<file path="src/rtl/frontend_ctrl.sv">
// Qu front-end sequencing controller: boot hold, redirect arbitration, flush/refill, throttling.
// Perf counters (redirect_cnt, stall_cnt) are built only when QU_FE_PERF_CNT_EN is defined.
`ifndef QU_PC_WIDTH
`define QU_PC_WIDTH 32
`endif

module frontend_ctrl #(
    parameter int unsigned PC_WIDTH     = `QU_PC_WIDTH,
    parameter int unsigned BOOT_CYCLES  = 4,
    parameter int unsigned FLUSH_CYCLES = 2
`ifdef QU_FE_PERF_CNT_EN
    ,
    parameter int unsigned CNT_WIDTH    = 32
`endif
) (
    input  logic                clk,
    input  logic                rst_n,
    input  logic                exc_req,
    input  logic [PC_WIDTH-1:0] exc_pc,
    input  logic                br_req,
    input  logic [PC_WIDTH-1:0] br_pc,
    input  logic                jmp_req,
    input  logic [PC_WIDTH-1:0] jmp_pc,
    input  logic                halt_req,
    input  logic                map_full,
    input  logic                res_st_full,
    input  logic                rob_full,
    output logic                if_en,
    output logic                id_en,
    output logic                exception,
    output logic                branch,
    output logic                jump,
    output logic [PC_WIDTH-1:0] pc_override,
    output logic                stall,
    output logic                if_stall,
    output logic                id_stall,
    output logic                mp_stall,
    output logic                rn_stall,
    output logic                flush,
    output logic                busy
`ifdef QU_FE_PERF_CNT_EN
    ,
    output logic [CNT_WIDTH-1:0] redirect_cnt,
    output logic [CNT_WIDTH-1:0] stall_cnt
`endif
);

    localparam logic [2:0] StBoot     = 3'd0;
    localparam logic [2:0] StRun      = 3'd1;
    localparam logic [2:0] StRedirect = 3'd2;
    localparam logic [2:0] StFlush    = 3'd3;
    localparam logic [2:0] StRefill   = 3'd4;

    localparam int unsigned CntMax = (BOOT_CYCLES > FLUSH_CYCLES) ? BOOT_CYCLES : FLUSH_CYCLES;
    localparam int unsigned CntW   = (CntMax > 1) ? $clog2(CntMax) : 1;
    localparam logic [CntW-1:0] BootInit  = CntW'(BOOT_CYCLES - 1);
    localparam logic [CntW-1:0] FlushInit = CntW'(FLUSH_CYCLES - 1);

    logic [2:0]          state_q, state_d;
    logic [CntW-1:0]     cnt_q, cnt_d;
    logic [PC_WIDTH-1:0] pc_q, pc_d;
    logic                if_en_q, if_en_d, id_en_q, id_en_d;
    logic                exc_q, exc_d, br_q, br_d, jmp_q, jmp_d;
    logic                stall_q, stall_d, flush_q, flush_d, busy_q, busy_d;
    logic                if_stall_q, if_stall_d, id_stall_q, id_stall_d;
    logic                mp_stall_q, mp_stall_d, rn_stall_q, rn_stall_d;
    logic                req, rn_press;

    // Any request, in any state, restarts the redirect sequence.
    always_comb begin
        req     = exc_req | br_req | jmp_req;
        state_d = state_q;
        cnt_d   = cnt_q;
        case (state_q)
            StBoot: begin
                if (cnt_q == '0) state_d = StRun;
                else             cnt_d   = cnt_q - 1'b1;
            end
            StRedirect: begin
                state_d = StFlush;
                cnt_d   = FlushInit;
            end
            StFlush: begin
                if (cnt_q == '0) state_d = StRefill;
                else             cnt_d   = cnt_q - 1'b1;
            end
            StRefill: state_d = StRun;
            StRun:    state_d = StRun;
            default:  state_d = StBoot;
        endcase
        if (req) state_d = StRedirect;
    end

    // Outputs are decoded from the next state so they appear registered with it.
    always_comb begin
        rn_press   = res_st_full | rob_full;
        if_en_d    = 1'b0;
        id_en_d    = 1'b0;
        exc_d      = 1'b0;
        br_d       = 1'b0;
        jmp_d      = 1'b0;
        pc_d       = pc_q;
        stall_d    = 1'b1;
        flush_d    = 1'b1;
        busy_d     = 1'b1;
        if_stall_d = 1'b1;
        id_stall_d = 1'b1;
        mp_stall_d = 1'b1;
        rn_stall_d = 1'b1;
        case (state_d)
            StRun: begin
                if_en_d    = 1'b1;
                id_en_d    = 1'b1;
                stall_d    = halt_req;
                flush_d    = 1'b0;
                busy_d     = 1'b0;
                if_stall_d = halt_req;
                id_stall_d = 1'b0;
                rn_stall_d = rn_press;
                mp_stall_d = map_full | rn_press;
            end
            StRedirect: begin
                exc_d = exc_req;
                br_d  = br_req & ~exc_req;
                jmp_d = jmp_req & ~exc_req & ~br_req;
                if (exc_req)     pc_d = exc_pc;
                else if (br_req) pc_d = br_pc;
                else             pc_d = jmp_pc;
            end
            StRefill: begin
                if_en_d    = 1'b1;
                stall_d    = 1'b0;
                flush_d    = 1'b0;
                if_stall_d = halt_req;
            end
            default: ;
        endcase
    end

    always_ff @(posedge clk or negedge rst_n) begin
        if (!rst_n) begin
            state_q    <= StBoot;
            cnt_q      <= BootInit;
            pc_q       <= '0;
            if_en_q    <= 1'b0;
            id_en_q    <= 1'b0;
            exc_q      <= 1'b0;
            br_q       <= 1'b0;
            jmp_q      <= 1'b0;
            stall_q    <= 1'b1;
            flush_q    <= 1'b1;
            busy_q     <= 1'b1;
            if_stall_q <= 1'b1;
            id_stall_q <= 1'b1;
            mp_stall_q <= 1'b1;
            rn_stall_q <= 1'b1;
        end else begin
            state_q    <= state_d;
            cnt_q      <= cnt_d;
            pc_q       <= pc_d;
            if_en_q    <= if_en_d;
            id_en_q    <= id_en_d;
            exc_q      <= exc_d;
            br_q       <= br_d;
            jmp_q      <= jmp_d;
            stall_q    <= stall_d;
            flush_q    <= flush_d;
            busy_q     <= busy_d;
            if_stall_q <= if_stall_d;
            id_stall_q <= id_stall_d;
            mp_stall_q <= mp_stall_d;
            rn_stall_q <= rn_stall_d;
        end
    end

    assign if_en       = if_en_q;
    assign id_en       = id_en_q;
    assign exception   = exc_q;
    assign branch      = br_q;
    assign jump        = jmp_q;
    assign pc_override = pc_q;
    assign stall       = stall_q;
    assign flush       = flush_q;
    assign busy        = busy_q;
    assign if_stall    = if_stall_q;
    assign id_stall    = id_stall_q;
    assign mp_stall    = mp_stall_q;
    assign rn_stall    = rn_stall_q;

`ifdef QU_FE_PERF_CNT_EN
    logic [CNT_WIDTH-1:0] redirect_cnt_q, redirect_cnt_d, stall_cnt_q, stall_cnt_d;

    // Both counters saturate rather than wrap.
    always_comb begin
        redirect_cnt_d = redirect_cnt_q;
        stall_cnt_d    = stall_cnt_q;
        if (state_q == StRedirect && redirect_cnt_q != '1) redirect_cnt_d = redirect_cnt_q + 1'b1;
        if (stall_q && state_q != StBoot && stall_cnt_q != '1) stall_cnt_d = stall_cnt_q + 1'b1;
    end

    always_ff @(posedge clk or negedge rst_n) begin
        if (!rst_n) begin
            redirect_cnt_q <= '0;
            stall_cnt_q    <= '0;
        end else begin
            redirect_cnt_q <= redirect_cnt_d;
            stall_cnt_q    <= stall_cnt_d;
        end
    end

    assign redirect_cnt = redirect_cnt_q;
    assign stall_cnt    = stall_cnt_q;
`endif

endmodule
</file>
<file path="config.mk">
export PLATFORM = sky130hd
export DESIGN_NAME = frontend_ctrl
export DESIGN_NICKNAME = d
export VERILOG_FILES = /design/src/rtl/frontend_ctrl.sv
export SDC_FILE = /design/constraint.sdc
export NUM_CORES = 1
export LEC_CHECK = 0
export ABC_AREA = 0
export ABC_CLOCK_PERIOD_IN_PS = 1540
export BUFFER_PORTS_ARGS = -buffer_cell sky130_fd_sc_hd__buf_2
export CAP_MARGIN = 15
export CORE_ASPECT_RATIO = 0.5
export CORE_MARGIN = 2
export CORE_UTILIZATION = 30
export CTS_CLUSTER_SIZE = 30
export DETAILED_ROUTE_END_ITERATION = 12
export SLEW_MARGIN = 25
export SYNTH_ARGS = -nofsm -noshare
export SYNTH_HDL_FRONTEND = slang
export SYNTH_SLANG_ARGS = --single-unit
</file>
<file path="constraint.sdc">
create_clock -name clk -period 1.54 [get_ports clk]
set_input_delay 0 -clock clk [delete_from_list [all_inputs] [get_ports clk]]
set_output_delay 0 -clock clk [all_outputs]
set_load 0.01 [all_outputs]
</file>
==> qor.csv <==
metric,value,unit
Register Area,1212,um^2
HP Class,input pin to flop,
Antenna diodes,0,
crit end category,flop,
Finish-stage setup viols,0,
Synth warnings,0,
detailed-route wire length,6.553,mm
final total power,3.245,mW
# IOs,149,
Inserted Clock Buffers,5,
"Max FO, Critical Path",5,
DIE AREA,9158,um^2
critical path startpoint category,flop,
Area after DPL,3410,um^2
top_reg_cell synth,dfrtp_1,
reg2reg path depth,5,
status,completed,
DRC viols,0,
GP Congestion,0.7372,
syn nets,341,
vias post-DR,2220,
"Clk pin slew, worst setup/hold paths",0.07,ns
synth top area cells,"dfrtp_1, mux2_2, mux2i_1, dfstp_2, o21ai_0",
CTS Buffer Depth,2,
filler cell count,795,
Synth top area share,39.88,%
GRT Total Usage,13.81,%
max reg flops,32,
first-pass GRT wire length,9.998,mm
fin nets,496,
area of the multi-input gates,1217,um^2
Starting Density,31.15,%
Core Rows,23,
initial antenna violation count,0,
final antenna-violating net count,0,
width of the die,133.4,um
Slew @ Worst Pin,0.4071,ns
layout cells sized above 1,55.50,%
PnR worst setup slack,0.05377,ns
I/O Buffers,148,
pre-CTS setup slack,-0.004372,ns
fmax,672.8,MHz
Crit path required time,1.73,ns
Slew HR,72.86,%
CP Class,flop to flop,
Tmin final,1.486,ns
PwrDens,881.8,nW/um^2
core box area,8058,um^2
max-slew violations,0,
RSZ-0062 raised after global routing,false,
"FF+latch count, synth",48,
fin crit share,96.51,%
Clock Latency Late Sink,0.28,ns
DIE HEIGHT,68.68,um
leading area contributor after synthesis,dfrtp_1,
Worst EP arrival,1.68,ns
share of synthesized registers carrying an async set or reset,100.0,%
clock sinks,48,
Syn-to-layout area delta,46.61,%
number of max-cap violations,0,
number of global-route vias before repair,2103,
Post-Layout Inst Area,3680,um^2
Via density,4.414,
number of cells on the worst hold path,3,
"count leader, synth",dfrtp_1,
post-synthesis sequential area ratio,48.26,%
Hold Fails Final Rpt,0,
Mapped Avg Cell Area,10.68,um^2
peak supply drop,625.5,uV
Routed WL per cell,13.03,um
grt ovf,0,
Detail Placement HPWL,4.990,mm
H-tree depth,2,
Clock Skew,0.003928,ns
1st-iter DRT viols,120,
Min Hold Slack,0.002396,ns
largest net degree at the start of global routing,65,
Post-synth top cells,"dfrtp_1, nand2_1, mux2_2, mux2i_1, o21ai_0",
TritonCTS clock tree,yes,
Inst Count DP,486,
root buffer cell,clkbuf_16,
cells after synthesis,235,
Yosys cell types,31,
Post-Layout Cell Count,503,
Post-Synthesis Cell Area,2510,um^2
"EDFF count, synth",0,
first drt pass iteration count,4,
Pleak,1.771,nW
==> what timing repair did <==
| action | in CTS | in global routing |
|---|---|---|
| resized for setup | 1 | 4 |
| pin swaps | 0 | 1 |
| buffers inserted | 0 | 3 |
| hold endpoints to repair | 19 | 0 |
| endpoints found under the setup margin | 4 | 6 |
| hold buffers | 6 | 0 |
==> path summary, 6_finish.rpt <==
path | end | from | slack, ns
hold / removal | pc_override[22] | exc_pc[22] | 0.002
max in group asynchronous | cnt_q[1] | rst_n | 0.75
setup reg to reg | rn_stall | cnt_q[1] | 0.05
setup / recovery | rn_stall | cnt_q[1] | 0.05
hold reg to reg | pc_override[0] | pc_override[0] | 0.48
min in group asynchronous | state_q[2] | rst_n | 0.18
==> logic make-up (layout without fill, tap and decap cells) <==
kind of cell / Yosys count / count (layout) / synth area share [%]
multiplexers: 64 / 64 / 27.12
buffers and inverters: 23 / 179 / 4.187
XOR/XNOR: 1 / 1 / 0.3490
flip-flops: 48 / 48 / 48.26
AND/OR/NAND/NOR: 56 / 56 / 10.37
adder cells (fa/ha/maj): 1 / 1 / 0.4984
AO/OA/AOI/OAI: 42 / 42 / 9.222
==> cells in the final DEF (no fill, tap or decap), types with 2 or more instances in the layout <==
master	count
nand2_1	34
clkbuf_16	5
inv_1	2
mux2i_1	32
buf_4	12
dfrtp_1	39
dfstp_2	8
o21ai_0	32
nor3_1	3
buf_12	2
nand2b_1	5
a211o_1	2
dlygate4sd3_1	6
a21oi_1	3
mux2_2	32
buf_2	148
nor2_1	4
==> where the power goes <==
group	switching [mW]	internal, mW	leakage, nW
clock	0.463	0.763	0.0798
combinational	0.289	0.324	1.13
sequential	0.0456	1.36	0.564
total	0.797	2.45	1.77
==> critical path, stage by stage (launching register included) <==
cell,delay [ns]
dfstp_2,0.37
inv_1,0.08
ha_4,0.15
nor3_1,0.06
a211o_1,0.32
or4_1,0.42
==> final cells by class <==
cell class                      instances  area share (%)
Clock buffer                            5           3.400
Clock inverter                          3           1.156
Inverter                                3          0.3060
Multi-Input combinational cell        164           33.08
Sequential cell                        48           32.95
Tap cell                              112           3.808
Timing Repair Buffer                  168           25.30
==> metrics by stage <==
stage | utilization, % | setup TNS, ns
final | 45.67 | 0
after global routing | 45.67 | 0
after CTS | 45.17 | 0
after detailed placement | 42.31 | -0.004372
after global placement | 42.31 | 0
after floorplan | - | 0
==> routing by layer <==
metal  GRT usage [%]  up-vias  part of all wire (%)
met4           2.394        0                  0.44
met2           27.96       31                    55
met5               0        -                     0
met1           16.03     1058                    42
li1                -     1129                     -
met3           2.266        2                   2.1
Power figures use the tool's default switching activity.
